**config.mk**
```make
export PLATFORM = sky130hd
export DESIGN_NAME = pac_gen
export DESIGN_NICKNAME = d
export VERILOG_FILES = /design/src/rtl/pac_gen.sv
export SDC_FILE = /design/constraint.sdc
export NUM_CORES = 1
export LEC_CHECK = 0
export CAP_MARGIN = 25
export CORE_ASPECT_RATIO = 1.75
export CORE_MARGIN = 2
export CORE_UTILIZATION = 25
export CTS_CLUSTER_DIAMETER = 30
export DETAILED_ROUTE_END_ITERATION = 10
export GPL_ROUTABILITY_DRIVEN = 0
export PLACE_DENSITY_LB_ADDON = 0.2
export SYNTH_ARGS = -nofsm -noshare
export SYNTH_HDL_FRONTEND = slang
export SYNTH_SLANG_ARGS = --single-unit
```
**constraint.sdc**
```tcl
create_clock -name i_pac_gen_clk -period 3.7 [get_ports i_pac_gen_clk]
set_input_delay 1.11 -clock i_pac_gen_clk [delete_from_list [all_inputs] [get_ports i_pac_gen_clk]]
set_output_delay 1.11 -clock i_pac_gen_clk [all_outputs]
set_load 0.02 [all_outputs]
```
**src/rtl/pac_gen.sv**
```systemverilog
// pac_gen: test-frame generator. Emits frames whose payload is the word index,
// separates frames with an idle gap, honours backpressure and counts completed frames.
module pac_gen #(
    parameter int unsigned FRAME_LEN_VAL = 40,
    parameter int unsigned GAP_LEN       = 16,
    parameter int unsigned FRAME_NUM     = 0
) (
    input  logic        i_pac_gen_clk,
    input  logic        i_rst,
    input  logic        i_pac_gen_en,
    input  logic        i_pac_gen_ready,
    output logic [31:0] o_pac_gen_data,
    output logic        o_pac_gen_data_valid,
    output logic        o_pac_gen_sof,
    output logic        o_pac_gen_eof,
    output logic [31:0] o_sent_frame_num,
    output logic        o_busy
);

    localparam logic [31:0] LAST_WORD  = 32'(FRAME_LEN_VAL - 1);
    localparam logic [31:0] GAP_LAST   = (GAP_LEN > 0) ? 32'(GAP_LEN - 1) : 32'd0;
    localparam logic [31:0] RUN_FRAMES = 32'(FRAME_NUM);

    typedef enum logic [1:0] {
        S_IDLE,
        S_DATA,
        S_GAP,
        S_DONE
    } state_t;

    state_t      r_state;
    logic [31:0] r_word;
    logic        r_valid;
    logic        r_sof;
    logic        r_eof;
    logic [31:0] r_gap_cnt;
    logic [31:0] r_run_cnt;
    logic [31:0] r_sent;
    logic        r_busy;

    state_t      w_state_nxt;
    logic [31:0] w_word_nxt;
    logic        w_valid_nxt;
    logic        w_sof_nxt;
    logic        w_eof_nxt;
    logic [31:0] w_gap_nxt;
    logic [31:0] w_run_nxt;
    logic [31:0] w_sent_nxt;
    logic        w_busy_nxt;
    logic        w_xfer;
    logic [31:0] w_run_inc;

    // Every output is a register; the next values are all decided here so that
    // ready and en only ever reach the outputs through a flop.
    always_comb begin
        w_state_nxt = r_state;
        w_word_nxt  = r_word;
        w_valid_nxt = r_valid;
        w_sof_nxt   = r_sof;
        w_eof_nxt   = r_eof;
        w_gap_nxt   = r_gap_cnt;
        w_run_nxt   = r_run_cnt;
        w_sent_nxt  = r_sent;
        w_xfer      = r_valid && i_pac_gen_ready;
        w_run_inc   = r_run_cnt + 32'd1;
        case (r_state)
            S_IDLE: begin
                if (i_pac_gen_en) begin
                    w_state_nxt = S_DATA;
                    w_word_nxt  = 32'd0;
                    w_valid_nxt = 1'b1;
                    w_sof_nxt   = 1'b1;
                    w_eof_nxt   = 1'b0;
                end
            end
            S_DATA: begin
                if (w_xfer) begin
                    w_sof_nxt = 1'b0;
                    if (r_eof) begin
                        w_sent_nxt  = r_sent + 32'd1;
                        w_run_nxt   = w_run_inc;
                        w_word_nxt  = 32'd0;
                        w_eof_nxt   = 1'b0;
                        w_gap_nxt   = 32'd0;
                        w_valid_nxt = 1'b0;
                        if ((RUN_FRAMES != 32'd0) && (w_run_inc == RUN_FRAMES)) begin
                            w_state_nxt = S_DONE;
                        end else if (GAP_LEN > 0) begin
                            w_state_nxt = S_GAP;
                        end else if (i_pac_gen_en) begin
                            w_valid_nxt = 1'b1;
                            w_sof_nxt   = 1'b1;
                        end else begin
                            w_state_nxt = S_IDLE;
                        end
                    end else begin
                        w_word_nxt = r_word + 32'd1;
                        w_eof_nxt  = ((r_word + 32'd1) == LAST_WORD);
                    end
                end
            end
            S_GAP: begin
                if (r_gap_cnt == GAP_LAST) begin
                    w_gap_nxt = 32'd0;
                    if (i_pac_gen_en) begin
                        w_state_nxt = S_DATA;
                        w_word_nxt  = 32'd0;
                        w_valid_nxt = 1'b1;
                        w_sof_nxt   = 1'b1;
                        w_eof_nxt   = 1'b0;
                    end else begin
                        w_state_nxt = S_IDLE;
                    end
                end else begin
                    w_gap_nxt = r_gap_cnt + 32'd1;
                end
            end
            S_DONE: begin
                // The run restarts only after en has been seen low once.
                if (!i_pac_gen_en) begin
                    w_state_nxt = S_IDLE;
                    w_run_nxt   = 32'd0;
                end
            end
            default: begin
                w_state_nxt = S_IDLE;
            end
        endcase
        w_busy_nxt = (w_state_nxt == S_DATA) || (w_state_nxt == S_GAP);
    end

    always_ff @(posedge i_pac_gen_clk) begin
        if (i_rst) begin
            r_state   <= S_IDLE;
            r_word    <= 32'd0;
            r_valid   <= 1'b0;
            r_sof     <= 1'b0;
            r_eof     <= 1'b0;
            r_gap_cnt <= 32'd0;
            r_run_cnt <= 32'd0;
            r_sent    <= 32'd0;
            r_busy    <= 1'b0;
        end else begin
            r_state   <= w_state_nxt;
            r_word    <= w_word_nxt;
            r_valid   <= w_valid_nxt;
            r_sof     <= w_sof_nxt;
            r_eof     <= w_eof_nxt;
            r_gap_cnt <= w_gap_nxt;
            r_run_cnt <= w_run_nxt;
            r_sent    <= w_sent_nxt;
            r_busy    <= w_busy_nxt;
        end
    end

    assign o_pac_gen_data       = r_word;
    assign o_pac_gen_data_valid = r_valid;
    assign o_pac_gen_sof        = r_sof;
    assign o_pac_gen_eof        = r_eof;
    assign o_sent_frame_num     = r_sent;
    assign o_busy               = r_busy;

endmodule

```
* Word-level counts from Yosys, hierarchy flattened
Index checks and enable logic that the tools add are counted.
Widths: inputs -> output; s select.
** Cells by class
- $add $sub $neg :: 3
- Multiply operators :: 0
- Div/mod/pow operators :: 0
- Magnitude comparators :: 0
- Eq/ne operators :: 10
- Shift-type cells :: 0
- Mux-type cells :: 30
- Bitwise operators :: 0
- Reductions and logical operators :: 9
** Operator list (count)
- $mux 32 :: 7
- $add 32x1->32 const B :: 3
- $pmux 32 s3 :: 1
- $pmux 32 s2 :: 1
- $eq 32x4->1 const B :: 1
- $eq 32x6->1 const B :: 1
- $mux 1 :: 12
- $mux 2 :: 5
- $pmux 1 s3 :: 3
- $reduce_and 3->1 :: 3
- $pmux 2 s4 :: 1
- $eq 2x2->1 const B :: 3
- $ne 2x2->1 const B :: 3
- $eq 2x1->1 const B :: 2
- $reduce_and 4->1 :: 1
- $reduce_bool 3->1 :: 1
- $logic_not 2->1 :: 1
- $reduce_bool 2->1 :: 1
- $logic_and 1x1->1 :: 1
- $logic_or 1x1->1 :: 1
** Word-level totals
- Flip-flop bits (word level) :: 102
- Bits in latches :: 0
- Bits in writable memories :: 0
- Memory bits (read-only) :: 0
- Bits of input ports :: 4
- Output and inout bits :: 68
- Logic and storage cells :: 60
- Memories :: 0

* Logic depth before layout (Yosys ltp)
Gate-level depths: netlist of the first run.
- Word-level depth :: 5
- Gate-level depth with buffers :: 9
- Depth with buffers taken out :: 8

* Worst setup path after synthesis of the first run
Ideal clock, no wire load.
- Path type :: reg2reg
- Start :: register r_word[0] (netlist: o_pac_gen_data[0])
- End :: register r_eof (netlist: o_pac_gen_eof)
- Arrival time :: 2828 ps
- Required time :: 3616 ps
- Slack :: 788 ps
- Stages on the path, launching flop included :: 9
- Period minus slack after synthesis :: 2912 ps
- Cell sequence :: dfxtp_1 > ha_1 > nand3_1 > nor4_1 > nand4_1 > xnor2_1 > nand3b_1 > or4_1 > o31ai_2
** Between the ends
- Cells in the longest elaborated chain, start to end :: 5
** RTL lines
- start, declared :: line 32 : logic [31:0] r_word;
- start signal, assigned :: line 145 : r_word <= w_word_nxt;
- $add 32x1->32 :: line 98 : w_eof_nxt = ((r_word + 32'd1) == LAST_WORD);
- $eq 32x6->1 :: line 98
- $mux 1 :: line 79 : if (r_eof) begin
- $mux 1 :: line 77 : if (w_xfer) begin
- $pmux 1 s3 :: line 66 : case (r_state)
- end signal, assigned :: line 148 : r_eof <= w_eof_nxt;
- end, declared :: line 35 : logic r_eof;
No other way between the ends. The select of a mux whose other input is x is not followed.
A chain may end at the register's enable or synchronous reset.

* Final worst setup path of the first run
Ends and elaborated chain as after synthesis.

==> results of run 1 <==
## layer usage
layer  vias to the layer above  part of all wire, %  global-route usage, %
met5                         -                    0                      0
met4                         0                  2.8                   6.46
met3                        25                  1.9                   1.75
met2                        89                   56                   28.2
met1                      2344                   39                   15.1
li1                       2517                    -                      -
## area by class of cell
| cell class | count | area (µm²) |
|---|---|---|
| multi-input cells | 524 | 3070 |
| inverters | 6 | 22.5 |
| clock inverters | 7 | 73.8 |
| well taps | 252 | 315 |
| clock buffers | 9 | 225 |
| repair buffers | 86 | 831 |
| fillers | 2263 | 14300 |
| flip-flops and latches | 102 | 2040 |
## power breakdown
group / switching, mW / total [mW] / internal (mW) / leakage [nW]
logic: 0.0573 / 0.0800 / 0.0227 / 1.21
clock network: 0.483 / 0.963 / 0.480 / 0.141
registers: 0.00426 / 1.10 / 1.10 / 0.822
## stage by stage
stage          std cells  power (mW)  utilization [%]  setup WS [ns]
2_1_floorplan        672        1.18                -          0.788
3_3_place_gp         970        1.21             30.1          0.395
3_5_place_dp         970        1.21             30.1          0.362
4_1_cts              986        2.20             31.6          0.713
5_1_grt              986        2.23             31.6          0.449
6_report             986        2.15             31.6          0.724
## how the worst max path moves through the flow
stage	from	to	slack [ns]	cells after the start
floorplan	o_pac_gen_data[0]	o_pac_gen_eof	0.79	8
detailed placement	i_pac_gen_ready	o_sent_frame_num[25]	0.36	8
finish	o_pac_gen_data[0]	o_pac_gen_eof	0.72	10
global route	o_pac_gen_data[0]	o_pac_gen_eof	0.45	10
global placement	i_pac_gen_ready	r_gap_cnt[31]	0.40	9
CTS	o_pac_gen_data[0]	o_pac_gen_eof	0.71	10
## registers in the layout, summed over array words and instances (netlist names)
register and flops:
o_pac_gen_data 32, o_sent_frame_num 32, r_gap_cnt 32, r_state 2, o_busy 1, o_pac_gen_data_valid 1
o_pac_gen_eof 1, o_pac_gen_sof 1
## cells by family (layout without fill, tap and decap cells)
| group | Yosys count | in the layout | synth area share (%) |
|---|---|---|---|
| and+or+nand+nor | 337 | 337 | 33.1 |
| AOI/OAI and AO/OA | 114 | 114 | 12.3 |
| DFF | 102 | 102 | 38.5 |
| xor gates and xnor gates | 67 | 67 | 11.1 |
| buffers and inverters | 46 | 108 | 3.72 |
| adders and majority gates | 4 | 4 | 0.943 |
| muxes | 2 | 2 | 0.401 |
## worst register-to-register path, cell delays in order, from the launching register on
cell and delay (ns):
sky130_fd_sc_hd__dfxtp_1 0.53, sky130_fd_sc_hd__ha_1 0.32, sky130_fd_sc_hd__nand3_1 0.10, sky130_fd_sc_hd__buf_4 0.18, sky130_fd_sc_hd__nor4_1 0.28, sky130_fd_sc_hd__buf_4 0.20
sky130_fd_sc_hd__nand4_1 0.19, sky130_fd_sc_hd__xnor2_1 0.21, sky130_fd_sc_hd__nand3b_1 0.17, sky130_fd_sc_hd__or4_1 0.55, sky130_fd_sc_hd__o31ai_2 0.17
## cell usage in the layout, fill, tap and decap left out, types with 7 or more instances in the layout
cell type and count:
sky130_fd_sc_hd__xor2_1 49, sky130_fd_sc_hd__clkdlybuf4s50_1 70, sky130_fd_sc_hd__nand4_1 37, sky130_fd_sc_hd__dfxtp_1 102
sky130_fd_sc_hd__a21oi_1 50, sky130_fd_sc_hd__nor2_1 106, sky130_fd_sc_hd__or3_1 19, sky130_fd_sc_hd__a31oi_1 8
sky130_fd_sc_hd__nor2b_1 11, sky130_fd_sc_hd__nand3_1 28, sky130_fd_sc_hd__xnor2_1 18, sky130_fd_sc_hd__or4_1 7
sky130_fd_sc_hd__and4_1 13, sky130_fd_sc_hd__clkbuf_16 9, sky130_fd_sc_hd__nor4_1 16, sky130_fd_sc_hd__and3_1 15
sky130_fd_sc_hd__nor3_1 19, sky130_fd_sc_hd__nand2_1 43, sky130_fd_sc_hd__buf_4 14, sky130_fd_sc_hd__o21ai_0 35
==> impl_results.html, run 1 <==
<table>
<tr><th>Metric</th><th>Value</th></tr>
<tr><th colspan="2">STA</th></tr>
<tr><td>Clk_skew</td><td>0.00999 ns</td></tr>
<tr><td>Number of endpoints failing setup at the final stage</td><td>0</td></tr>
<tr><td>Final Hold Viols</td><td>0</td></tr>
<tr><td>Unrepaired setup endpoints after global routing</td><td>no</td></tr>
<tr><td>Upper clock frequency limit</td><td>336 MHz</td></tr>
<tr><td>Worst hold margin</td><td>0.527 ns</td></tr>
<tr><td>Final-layout setup total negative slack</td><td>0 ns</td></tr>
<tr><td>Max-slew headroom at the worst pin</td><td>40.9%</td></tr>
<tr><td>Final Cycle Share</td><td>80.4%</td></tr>
<tr><td>Min Clock Period, post-route</td><td>2.98 ns</td></tr>
<tr><td>Pin slew with the least headroom to its limit</td><td>0.886 ns</td></tr>
<tr><td>Number of slew-limit violations in the final report</td><td>0</td></tr>
<tr><th colspan="2">Detailed routing</th></tr>
<tr><td>Mean routed wirelength per cell</td><td>16.2 µm</td></tr>
<tr><td>Violation count after the first detailed-route iteration</td><td>179</td></tr>
<tr><td>Vias post-DR</td><td>4975</td></tr>
<tr><td>Total DRC errors in the routed layout</td><td>0</td></tr>
<tr><td>Antenna violation net count after detailed routing</td><td>0</td></tr>
<tr><td>Total wire length</td><td>15.9 mm</td></tr>
<tr><td>First-pass detailed-route iteration total</td><td>4</td></tr>
<tr><td>Via/cell ratio</td><td>5.05</td></tr>
<tr><th colspan="2">Clock network</th></tr>
<tr><td>Count of clock tree sinks</td><td>102</td></tr>
<tr><td>TritonCTS clock tree</td><td>built</td></tr>
<tr><td>CTS root buf</td><td>sky130_fd_sc_hd__clkbuf_16</td></tr>
<tr><td>Maximum buffer depth of the clock tree</td><td>2</td></tr>
<tr><td>Post-CTS Setup Inserts</td><td>0</td></tr>
<tr><td>Cells resized by post-CTS repair</td><td>0</td></tr>
<tr><td>Number of buffers inserted during clock tree synthesis</td><td>9</td></tr>
<tr><td>Clock latency of the later-clocked register in the worst-skew pair</td><td>0.35 ns</td></tr>
<tr><td>Register clock-pin slew on the reported worst setup and hold paths</td><td>0.08 ns</td></tr>
<tr><td>Hold_buf cts</td><td>0</td></tr>
<tr><td>Total number of H-tree levels</td><td>3</td></tr>
<tr><th colspan="2">Synth</th></tr>
<tr><td>Post-synth top area cell</td><td>sky130_fd_sc_hd__dfxtp_1</td></tr>
<tr><td>Ys Warns</td><td>0</td></tr>
<tr><td>Post-synth top area share</td><td>38.5%</td></tr>
<tr><td>Number of distinct library cells after synthesis</td><td>52</td></tr>
<tr><td>Area contributors post-synth</td><td>sky130_fd_sc_hd__dfxtp_1 (38%), sky130_fd_sc_hd__xor2_1 (8.1%), sky130_fd_sc_hd__nor2_1 (7.5%)</td></tr>
<tr><td>Most repeated cell in the gate-level netlist after synthesis</td><td>sky130_fd_sc_hd__nor2_1</td></tr>
<tr><td>Post-synthesis average cell area</td><td>7.90 µm²</td></tr>
<tr><td>Post-synthesis instance total</td><td>672</td></tr>
<tr><td>Cell area after synthesis</td><td>5310 µm²</td></tr>
<tr><td>Number of storage elements in the synthesis netlist</td><td>102</td></tr>
<tr><td>Number of nets in the synthesized netlist</td><td>680</td></tr>
<tr><td>Fraction of the yosys area taken by sequential cells</td><td>38.5%</td></tr>
<tr><td>Most used flip-flop cell after synthesis</td><td>sky130_fd_sc_hd__dfxtp_1</td></tr>
<tr><td>Proportion of register bits with asynchronous set or reset after synthesis</td><td>0%</td></tr>
<tr><td>Number of synthesized flops with an enable pin</td><td>0</td></tr>
<tr><td>Most numerous cell types in the synthesized netlist</td><td>sky130_fd_sc_hd__nor2_1 (106), sky130_fd_sc_hd__dfxtp_1 (102), sky130_fd_sc_hd__a21oi_1 (50)</td></tr>
<tr><th colspan="2">Setup path</th></tr>
<tr><td>Slowest Stage Delay on Critical Path</td><td>0.55 ns</td></tr>
<tr><td>Largest fanout on the critical path</td><td>9</td></tr>
<tr><td>Library cell appearing most often on the critical path</td><td>sky130_fd_sc_hd__buf_4</td></tr>
<tr><td>Length in cells of the worst reg-to-reg path</td><td>10</td></tr>
<tr><td>Worst path buffer plus inverter count</td><td>2</td></tr>
<tr><td>Cell with the largest stage delay on the worst path</td><td>sky130_fd_sc_hd__or4_1</td></tr>
<tr><td>Family with the most delay on the worst path</td><td>simple AND/OR/NAND/NOR gates</td></tr>
<tr><td>CP Cell Sequence</td><td>ha_1 &gt; nand3_1 &gt; buf_4 &gt; nor4_1 &gt; buf_4 &gt; nand4_1 &gt; xnor2_1 &gt; nand3b_1 &gt; or4_1 &gt; o31ai_2</td></tr>
<tr><td>Worst setup SP type</td><td>register</td></tr>
<tr><td>Startpoint of the most critical register-to-register path</td><td>o_pac_gen_data[0]</td></tr>
<tr><td>Crit Path Category</td><td>register to register</td></tr>
<tr><td>Required arrival time at the worst endpoint</td><td>3.97 ns</td></tr>
<tr><td>Setup crit end kind</td><td>register</td></tr>
<tr><td>Slack of the worst reg-to-reg path</td><td>0.72 ns</td></tr>
<tr><td>Reg2reg end</td><td>o_pac_gen_eof</td></tr>
<tr><td>Critical Path AT</td><td>3.25 ns</td></tr>
<tr><th colspan="2">GRT</th></tr>
<tr><td>Remaining global-route overflow</td><td>0</td></tr>
<tr><td>Wire length of the first global-routing pass</td><td>25.9 mm</td></tr>
<tr><td>Pin count of the biggest net entering global routing</td><td>80</td></tr>
<tr><td>Tot GR Track Use</td><td>14.5%</td></tr>
<tr><td>Via count of the first global-routing pass</td><td>4871</td></tr>
<tr><td>Initial antenna violation count</td><td>0</td></tr>
<tr><th colspan="2">Die</th></tr>
<tr><td>I/O pin count</td><td>72</td></tr>
<tr><td>Cell row count</td><td>70</td></tr>
<tr><td>Overall die width</td><td>114 µm</td></tr>
<tr><td>Placeable core area</td><td>20800 µm²</td></tr>
<tr><td>Effective utilization at floorplan</td><td>25.5%</td></tr>
<tr><td>Full die area</td><td>22500 µm²</td></tr>
<tr><td>Floorplan die height</td><td>197 µm</td></tr>
<tr><th colspan="2">Final layout</th></tr>
<tr><td>Share of cells above drive strength 1</td><td>6.27%</td></tr>
<tr><td>Net total in the final layout</td><td>737</td></tr>
<tr><td>Final Instance Area</td><td>6580 µm²</td></tr>
<tr><td>Number of diodes</td><td>0</td></tr>
<tr><td>Layout area overhead</td><td>24.0%</td></tr>
<tr><th colspan="2">Placed design</th></tr>
<tr><td>Post-DP HPWL</td><td>11.4 mm</td></tr>
<tr><td># port buffers</td><td>71</td></tr>
<tr><td>DP Area</td><td>6280 µm²</td></tr>
<tr><th colspan="2">Worst hold path</th></tr>
<tr><td>Hold path startpoint</td><td>o_pac_gen_data[31]</td></tr>
<tr><td>Terminating pin of the worst hold path</td><td>o_pac_gen_data[31]</td></tr>
<tr><td>Hold-critical path depth</td><td>2</td></tr>
<tr><td>Class of the worst hold path</td><td>register to register</td></tr>
<tr><th colspan="2">Power and ir drop</th></tr>
<tr><td>Leakage dissipation</td><td>2.17 nW</td></tr>
<tr><td>VDD IR-drop max</td><td>0.000188 V</td></tr>
<tr><td>Ratio of total power to cell area</td><td>326 nW/µm²</td></tr>
<tr><th colspan="2">Job</th></tr>
<tr><td>Max-cap violation count</td><td>0</td></tr>
<tr><th colspan="2">Outcome</th></tr>
<tr><td>Result of the run</td><td>finished, final reports clean</td></tr>
</table>
(Power assumes the default switching activity.)
==> run 2: changes to the inputs <==
==> constraint.sdc (replaced) <==
create_clock -name i_pac_gen_clk -period 2.4 [get_ports i_pac_gen_clk]
set_input_delay 0.72 -clock i_pac_gen_clk [delete_from_list [all_inputs] [get_ports i_pac_gen_clk]]
set_output_delay 0.72 -clock i_pac_gen_clk [all_outputs]
set_load 0.02 [all_outputs]
==> impl_results.html, run 2 (synthesized netlist as in run 1, its figures left out) <==
<table>
<tr><th>Metric</th><th>Value</th></tr>
<tr><th colspan="2">Setup path</th></tr>
<tr><td>Critical Path AT</td><td>2.61 ns</td></tr>
<tr><td>Timing endpoint of the critical path</td><td>o_pac_gen_eof</td></tr>
<tr><td>Worst setup SP type</td><td>register</td></tr>
<tr><td>Slack of the worst reg-to-reg path</td><td>0.08 ns</td></tr>
<tr><td>Largest fanout on the critical path</td><td>5</td></tr>
<tr><td>Reg2reg end</td><td>o_pac_gen_eof</td></tr>
<tr><td>Launch point of the critical path</td><td>o_pac_gen_data[5]</td></tr>
<tr><td>Startpoint of the most critical register-to-register path</td><td>o_pac_gen_data[5]</td></tr>
<tr><td>Required arrival time at the worst endpoint</td><td>2.69 ns</td></tr>
<tr><td>Crit Path Category</td><td>register to register</td></tr>
<tr><td>Length in cells of the worst reg-to-reg path</td><td>8</td></tr>
<tr><td>Setup crit end kind</td><td>register</td></tr>
<tr><th colspan="2">Power and ir drop</th></tr>
<tr><td>Overall power</td><td>3.41 mW</td></tr>
<tr><td>Ratio of total power to cell area</td><td>464 nW/µm²</td></tr>
<tr><td>VDD IR-drop max</td><td>0.000256 V</td></tr>
<tr><td>Leakage dissipation</td><td>2.69 nW</td></tr>
<tr><th colspan="2">Clock network</th></tr>
<tr><td>Count of clock tree sinks</td><td>102</td></tr>
<tr><td>Clock latency of the later-clocked register in the worst-skew pair</td><td>0.36 ns</td></tr>
<tr><td>Number of buffers inserted during clock tree synthesis</td><td>9</td></tr>
<tr><td>Register clock-pin slew on the reported worst setup and hold paths</td><td>0.08 ns</td></tr>
<tr><td>Maximum buffer depth of the clock tree</td><td>2</td></tr>
<tr><td>Total number of H-tree levels</td><td>3</td></tr>
<tr><td>CTS root buf</td><td>sky130_fd_sc_hd__clkbuf_16</td></tr>
<tr><td>TritonCTS clock tree</td><td>built</td></tr>
<tr><th colspan="2">Final layout</th></tr>
<tr><td>Area occupied by multi-input gates</td><td>3150 µm²</td></tr>
<tr><td>Commonest cells after routing, fill and taps aside</td><td>sky130_fd_sc_hd__nor2_1 (104), sky130_fd_sc_hd__buf_4 (104), sky130_fd_sc_hd__dfxtp_1 (99)</td></tr>
<tr><td>Net total in the final layout</td><td>827</td></tr>
<tr><td>Layout area overhead</td><td>38.5%</td></tr>
<tr><td>Register area</td><td>2050 µm²</td></tr>
<tr><td>Number of diodes</td><td>0</td></tr>
<tr><td>Share of cells above drive strength 1</td><td>18.6%</td></tr>
<tr><td>Filler cell count</td><td>2242</td></tr>
<tr><td>Final instance count without filler cells</td><td>1076</td></tr>
<tr><th colspan="2">STA</th></tr>
<tr><td>Final Hold Viols</td><td>0</td></tr>
<tr><td>Final-layout setup total negative slack</td><td>0 ns</td></tr>
<tr><td>Min Clock Period, post-route</td><td>2.32 ns</td></tr>
<tr><td>Clk_skew</td><td>0.00985 ns</td></tr>
<tr><td>Unrepaired setup endpoints after global routing</td><td>yes</td></tr>
<tr><td>Final Cycle Share</td><td>96.8%</td></tr>
<tr><td>Pin slew with the least headroom to its limit</td><td>0.918 ns</td></tr>
<tr><td>Number of slew-limit violations in the final report</td><td>0</td></tr>
<tr><td>Upper clock frequency limit</td><td>430 MHz</td></tr>
<tr><td>Number of endpoints failing setup at the final stage</td><td>0</td></tr>
<tr><td>Max-slew headroom at the worst pin</td><td>38.8%</td></tr>
<tr><th colspan="2">GRT</th></tr>
<tr><td>Remaining global-route overflow</td><td>0</td></tr>
<tr><td>Tot GR Track Use</td><td>15.3%</td></tr>
<tr><td>Pin count of the biggest net entering global routing</td><td>81</td></tr>
<tr><td>Wire length of the first global-routing pass</td><td>26.8 mm</td></tr>
<tr><td>Via count of the first global-routing pass</td><td>5241</td></tr>
<tr><td>Initial antenna violation count</td><td>0</td></tr>
<tr><th colspan="2">Placed design</th></tr>
<tr><td>Number of placed instances, taps included</td><td>1059</td></tr>
<tr><td>Post-DP HPWL</td><td>12.7 mm</td></tr>
<tr><td># port buffers</td><td>71</td></tr>
<tr><th colspan="2">Die</th></tr>
<tr><td>Full die area</td><td>22500 µm²</td></tr>
<tr><td>Cell row count</td><td>70</td></tr>
<tr><td>I/O pin count</td><td>72</td></tr>
<tr><td>Floorplan die height</td><td>197 µm</td></tr>
<tr><td>Effective utilization at floorplan</td><td>25.5%</td></tr>
<tr><td>Placeable core area</td><td>20800 µm²</td></tr>
<tr><td>Overall die width</td><td>114 µm</td></tr>
<tr><th colspan="2">Outcome</th></tr>
<tr><td>Result of the run</td><td>finished, final reports clean</td></tr>
<tr><th colspan="2">Job</th></tr>
<tr><td>Max-cap violation count</td><td>0</td></tr>
<tr><th colspan="2">Detailed routing</th></tr>
<tr><td>Mean routed wirelength per cell</td><td>15.8 µm</td></tr>
<tr><td>Total DRC errors in the routed layout</td><td>0</td></tr>
<tr><td>Antenna violation net count after detailed routing</td><td>0</td></tr>
<tr><td>First-pass detailed-route iteration total</td><td>4</td></tr>
<tr><td>Total wire length</td><td>17.0 mm</td></tr>
<tr><td>Vias post-DR</td><td>5348</td></tr>
<tr><td>Via/cell ratio</td><td>4.97</td></tr>
<tr><td>Violation count after the first detailed-route iteration</td><td>164</td></tr>
<tr><th colspan="2">Worst hold path</th></tr>
<tr><td>Class of the worst hold path</td><td>register to register</td></tr>
</table>
-- run 2: cell count changes in the layout (fill, tap and decap cells not counted), moves of 3 or more --
cell                      previous run  this run
sky130_fd_sc_hd__dfxtp_1           102        99
sky130_fd_sc_hd__dfxtp_2             0         3
sky130_fd_sc_hd__inv_8               3         0
sky130_fd_sc_hd__nor4_1             16        12
sky130_fd_sc_hd__buf_4              14       104
sky130_fd_sc_hd__nor4_2              0         3
-- run 2: final cells by class --
cell class	instances	area share (%)
clock inverter	5	0.885
timing repair buffer	176	20.5
clock buffer	11	3.30
tap	252	4.29
inverter	6	0.306
multi-input combinational	524	42.9
sequential	102	27.8
-- run 2: metal layers --
layer | GRT usage, % | vias up | part of all wire (%)
met3 | 1.91 | 19 | 2.2
li1 | - | 2701 | -
met4 | 6.23 | 0 | 2.0
met2 | 30.4 | 72 | 58
met5 | 0 | - | 0
met1 | 15.5 | 2556 | 38
-- run 2: power breakdown --
group	leakage, nW	switching (mW)	internal [mW]	total, mW
sequential	0.824	0.00405	1.70	1.70
clock	0.151	0.718	0.850	1.57
combinational	1.71	0.0960	0.0481	0.144
total	2.69	0.818	2.59	3.41
-- run 2: how the worst min path moves through the flow --
stage	endpoint	slack, ns	cells past startpoint	startpoint
floorplan	r_gap_cnt[30]	0.48	1	r_gap_cnt[30]
global placement	o_pac_gen_sof	0.50	2	o_pac_gen_sof
detailed placement	o_sent_frame_num[31]	0.50	2	o_sent_frame_num[31]
CTS	o_sent_frame_num[31]	0.52	2	o_sent_frame_num[31]
global route	o_sent_frame_num[31]	0.54	2	o_sent_frame_num[31]
finish	o_sent_frame_num[31]	0.51	2	o_sent_frame_num[31]
-- run 2: repair_timing --
item	4_1_cts	5_1_grt
buffers inserted	1	0
endpoints found under the setup margin	12	22
pin swaps	3	4
hold endpoints to repair	0	0
gates resized for setup	6	12
hold buffers	0	0
-- run 2: critical path: stages (launching register included) --
cell	delay [ns]
sky130_fd_sc_hd__dfxtp_1	0.39
sky130_fd_sc_hd__nand4_2	0.21
sky130_fd_sc_hd__nor4_4	0.32
sky130_fd_sc_hd__buf_4	0.20
sky130_fd_sc_hd__nand4_1	0.13
sky130_fd_sc_hd__xor2_1	0.19
sky130_fd_sc_hd__nand3b_1	0.09
sky130_fd_sc_hd__or4_4	0.54
sky130_fd_sc_hd__o31ai_2	0.17
-- run 2: through the flow --
step | util, % | hold WS, ns | setup WS (ns) | cell area (µm²)
final | 35.3 | 0.514 | 0.0756 | 7350
after global routing | 35.3 | 0.543 | -0.0611 | 7350
after CTS | 35.1 | 0.524 | 0.000611 | 7310
after detailed placement | 33.4 | 0.503 | -0.473 | 6970
after global placement | 33.4 | 0.498 | -0.433 | 6970
after floorplan | - | 0.475 | -0.0162 | 5330
==> run 3: changes to the inputs <==
--- a/config.mk
+++ b/config.mk
@@ -7,7 +7,7 @@
 export LEC_CHECK = 0
 export CAP_MARGIN = 25
 export CORE_ASPECT_RATIO = 1.75
-export CORE_MARGIN = 2
+export CORE_MARGIN = 8
 export CORE_UTILIZATION = 25
 export CTS_CLUSTER_DIAMETER = 30
 export DETAILED_ROUTE_END_ITERATION = 10
==> impl_results.html, run 3 (synthesized netlist as in run 1, its figures left out) <==
<table>
<tr><th>Metric</th><th>Value</th></tr>
<tr><th colspan="2">Outcome</th></tr>
<tr><td>Result of the run</td><td>finished, final reports clean</td></tr>
<tr><th colspan="2">Setup path</th></tr>
<tr><td>Setup crit end kind</td><td>register</td></tr>
<tr><td>Largest fanout on the critical path</td><td>6</td></tr>
<tr><td>Crit Path Category</td><td>input pin to register</td></tr>
<tr><td>Required arrival time at the worst endpoint</td><td>2.65 ns</td></tr>
<tr><td>Critical Path AT</td><td>2.58 ns</td></tr>
<tr><td>Worst setup SP type</td><td>input pin</td></tr>
<tr><th colspan="2">GRT</th></tr>
<tr><td>Tot GR Track Use</td><td>13.4%</td></tr>
<tr><td>Via count of the first global-routing pass</td><td>5344</td></tr>
<tr><td>Pin count of the biggest net entering global routing</td><td>81</td></tr>
<tr><td>Initial antenna violation count</td><td>0</td></tr>
<tr><td>Wire length of the first global-routing pass</td><td>28.2 mm</td></tr>
<tr><td>Remaining global-route overflow</td><td>0</td></tr>
<tr><th colspan="2">Placed design</th></tr>
<tr><td># port buffers</td><td>71</td></tr>
<tr><td>DP Area</td><td>6960 µm²</td></tr>
<tr><td>Worst slack, placed</td><td>-0.445 ns</td></tr>
<tr><td>Post-DP HPWL</td><td>13.4 mm</td></tr>
<tr><td>Number of placed instances, taps included</td><td>1055</td></tr>
<tr><th colspan="2">Final layout</th></tr>
<tr><td>Utilization after layout</td><td>35.8%</td></tr>
<tr><td>Commonest non-fill, non-tap cell in the layout</td><td>sky130_fd_sc_hd__nor2_1</td></tr>
<tr><td>Commonest cells after routing, fill and taps aside</td><td>sky130_fd_sc_hd__nor2_1 (105), sky130_fd_sc_hd__buf_4 (103), sky130_fd_sc_hd__dfxtp_1 (98)</td></tr>
<tr><td>Net total in the final layout</td><td>828</td></tr>
<tr><td>Area occupied by multi-input gates</td><td>3230 µm²</td></tr>
<tr><td>Number of diodes</td><td>0</td></tr>
<tr><td>Register area</td><td>2050 µm²</td></tr>
<tr><td>Final Instance Area</td><td>7460 µm²</td></tr>
<tr><td>Filler cell count</td><td>2222</td></tr>
<tr><td>Layout area overhead</td><td>40.5%</td></tr>
<tr><td>Final instance count without filler cells</td><td>1076</td></tr>
<tr><td>Share of cells above drive strength 1</td><td>19.7%</td></tr>
<tr><th colspan="2">Clock network</th></tr>
<tr><td>Total number of H-tree levels</td><td>3</td></tr>
<tr><td>Clock latency of the later-clocked register in the worst-skew pair</td><td>0.36 ns</td></tr>
<tr><td>TritonCTS clock tree</td><td>built</td></tr>
<tr><td>Register clock-pin slew on the reported worst setup and hold paths</td><td>0.08 ns</td></tr>
<tr><td>Hold_buf cts</td><td>0</td></tr>
<tr><td>Maximum buffer depth of the clock tree</td><td>2</td></tr>
<tr><td>CTS root buf</td><td>sky130_fd_sc_hd__clkbuf_16</td></tr>
<tr><td>Count of clock tree sinks</td><td>102</td></tr>
<tr><td>Number of buffers inserted during clock tree synthesis</td><td>9</td></tr>
<tr><th colspan="2">Worst hold path</th></tr>
<tr><td>Class of the worst hold path</td><td>register to register</td></tr>
<tr><th colspan="2">Detailed routing</th></tr>
<tr><td>Total wire length</td><td>17.8 mm</td></tr>
<tr><td>Mean routed wirelength per cell</td><td>16.5 µm</td></tr>
<tr><td>Antenna violation net count after detailed routing</td><td>0</td></tr>
<tr><td>First-pass detailed-route iteration total</td><td>6</td></tr>
<tr><td>Total DRC errors in the routed layout</td><td>0</td></tr>
<tr><td>Violation count after the first detailed-route iteration</td><td>181</td></tr>
<tr><td>Vias post-DR</td><td>5355</td></tr>
<tr><td>Via/cell ratio</td><td>4.98</td></tr>
<tr><th colspan="2">Power and ir drop</th></tr>
<tr><td>VDD IR-drop max</td><td>0.000310 V</td></tr>
<tr><td>Overall power</td><td>3.39 mW</td></tr>
<tr><td>Leakage dissipation</td><td>2.74 nW</td></tr>
<tr><td>Ratio of total power to cell area</td><td>455 nW/µm²</td></tr>
<tr><th colspan="2">Die</th></tr>
<tr><td>Effective utilization at floorplan</td><td>25.5%</td></tr>
<tr><td>Overall die width</td><td>126 µm</td></tr>
<tr><td>Cell row count</td><td>70</td></tr>
<tr><td>Full die area</td><td>26300 µm²</td></tr>
<tr><td>Placeable core area</td><td>20800 µm²</td></tr>
<tr><td>Floorplan die height</td><td>209 µm</td></tr>
<tr><td>I/O pin count</td><td>72</td></tr>
<tr><th colspan="2">STA</th></tr>
<tr><td>Pin slew with the least headroom to its limit</td><td>0.927 ns</td></tr>
<tr><td>Min Clock Period, post-route</td><td>2.33 ns</td></tr>
<tr><td>Number of endpoints failing setup at the final stage</td><td>0</td></tr>
<tr><td>Max-slew headroom at the worst pin</td><td>38.2%</td></tr>
<tr><td>Setup ws final</td><td>0.0736 ns</td></tr>
<tr><td>Final Hold Viols</td><td>0</td></tr>
<tr><td>Final Cycle Share</td><td>96.9%</td></tr>
<tr><td>Number of slew-limit violations in the final report</td><td>0</td></tr>
<tr><td>Final-layout setup total negative slack</td><td>0 ns</td></tr>
<tr><td>Clk_skew</td><td>0.0114 ns</td></tr>
<tr><td>Unrepaired setup endpoints after global routing</td><td>yes</td></tr>
<tr><td>Upper clock frequency limit</td><td>430 MHz</td></tr>
<tr><td>Worst hold margin</td><td>0.514 ns</td></tr>
<tr><th colspan="2">Job</th></tr>
<tr><td>Max-cap violation count</td><td>0</td></tr>
</table>
run 3: routing by layer:
layer | wire length [µm] | GRT usage (%) | up-vias
met5 | 0 | 0 | -
met1 | 6560 | 12.6 | 2549
li1 | - | - | 2687
met3 | 465 | 2.19 | 32
met2 | 10100 | 26.6 | 87
met4 | 680 | 7.55 | 0
run 3: worst paths after layout:
check	cells past startpoint	start	slack [ns]	endpoint
worst min register to register	2	o_sent_frame_num[31]	0.51	o_sent_frame_num[31]
worst min-delay path	2	o_sent_frame_num[31]	0.51	o_sent_frame_num[31]
worst max register to register	8	o_pac_gen_data[0]	0.07	o_pac_gen_eof
worst max-delay path	10	i_pac_gen_ready	0.07	r_gap_cnt[23]
run 3: final cells by class:
class / instances / area share, %
well taps: 252 / 4.23
clock inverters: 6 / 1.06
flip-flops and latches: 102 / 27.5
clock buffers: 9 / 3.02
inverters: 6 / 0.302
multi-input cells: 524 / 43.3
repair buffers: 177 / 20.7
run 3: worst max-delay path: stages:
cell and delay [ns]:
sky130_fd_sc_hd__clkdlybuf4s50_1 0.47, sky130_fd_sc_hd__and4b_2 0.26, sky130_fd_sc_hd__buf_12 0.12, sky130_fd_sc_hd__a21oi_2 0.07, sky130_fd_sc_hd__nor4_2 0.31, sky130_fd_sc_hd__nand2_1 0.14, sky130_fd_sc_hd__buf_4 0.18, sky130_fd_sc_hd__nor2_1 0.12
sky130_fd_sc_hd__xnor2_1 0.13, sky130_fd_sc_hd__nor2_1 0.05
run 3: repair_timing:
item	in CTS	in global routing
setup buffers	0	6
resized for setup	6	27
endpoints found under the setup margin	6	59
cloned	0	0
pin swaps	0	7
run 3: report_power, final:
| part | leakage, nW | switching, mW | total (mW) | internal (mW) |
|---|---|---|---|---|
| logic | 1.76 | 0.0949 | 0.144 | 0.0494 |
| registers | 0.825 | 0.00545 | 1.70 | 1.70 |
| clock network | 0.150 | 0.721 | 1.55 | 0.826 |
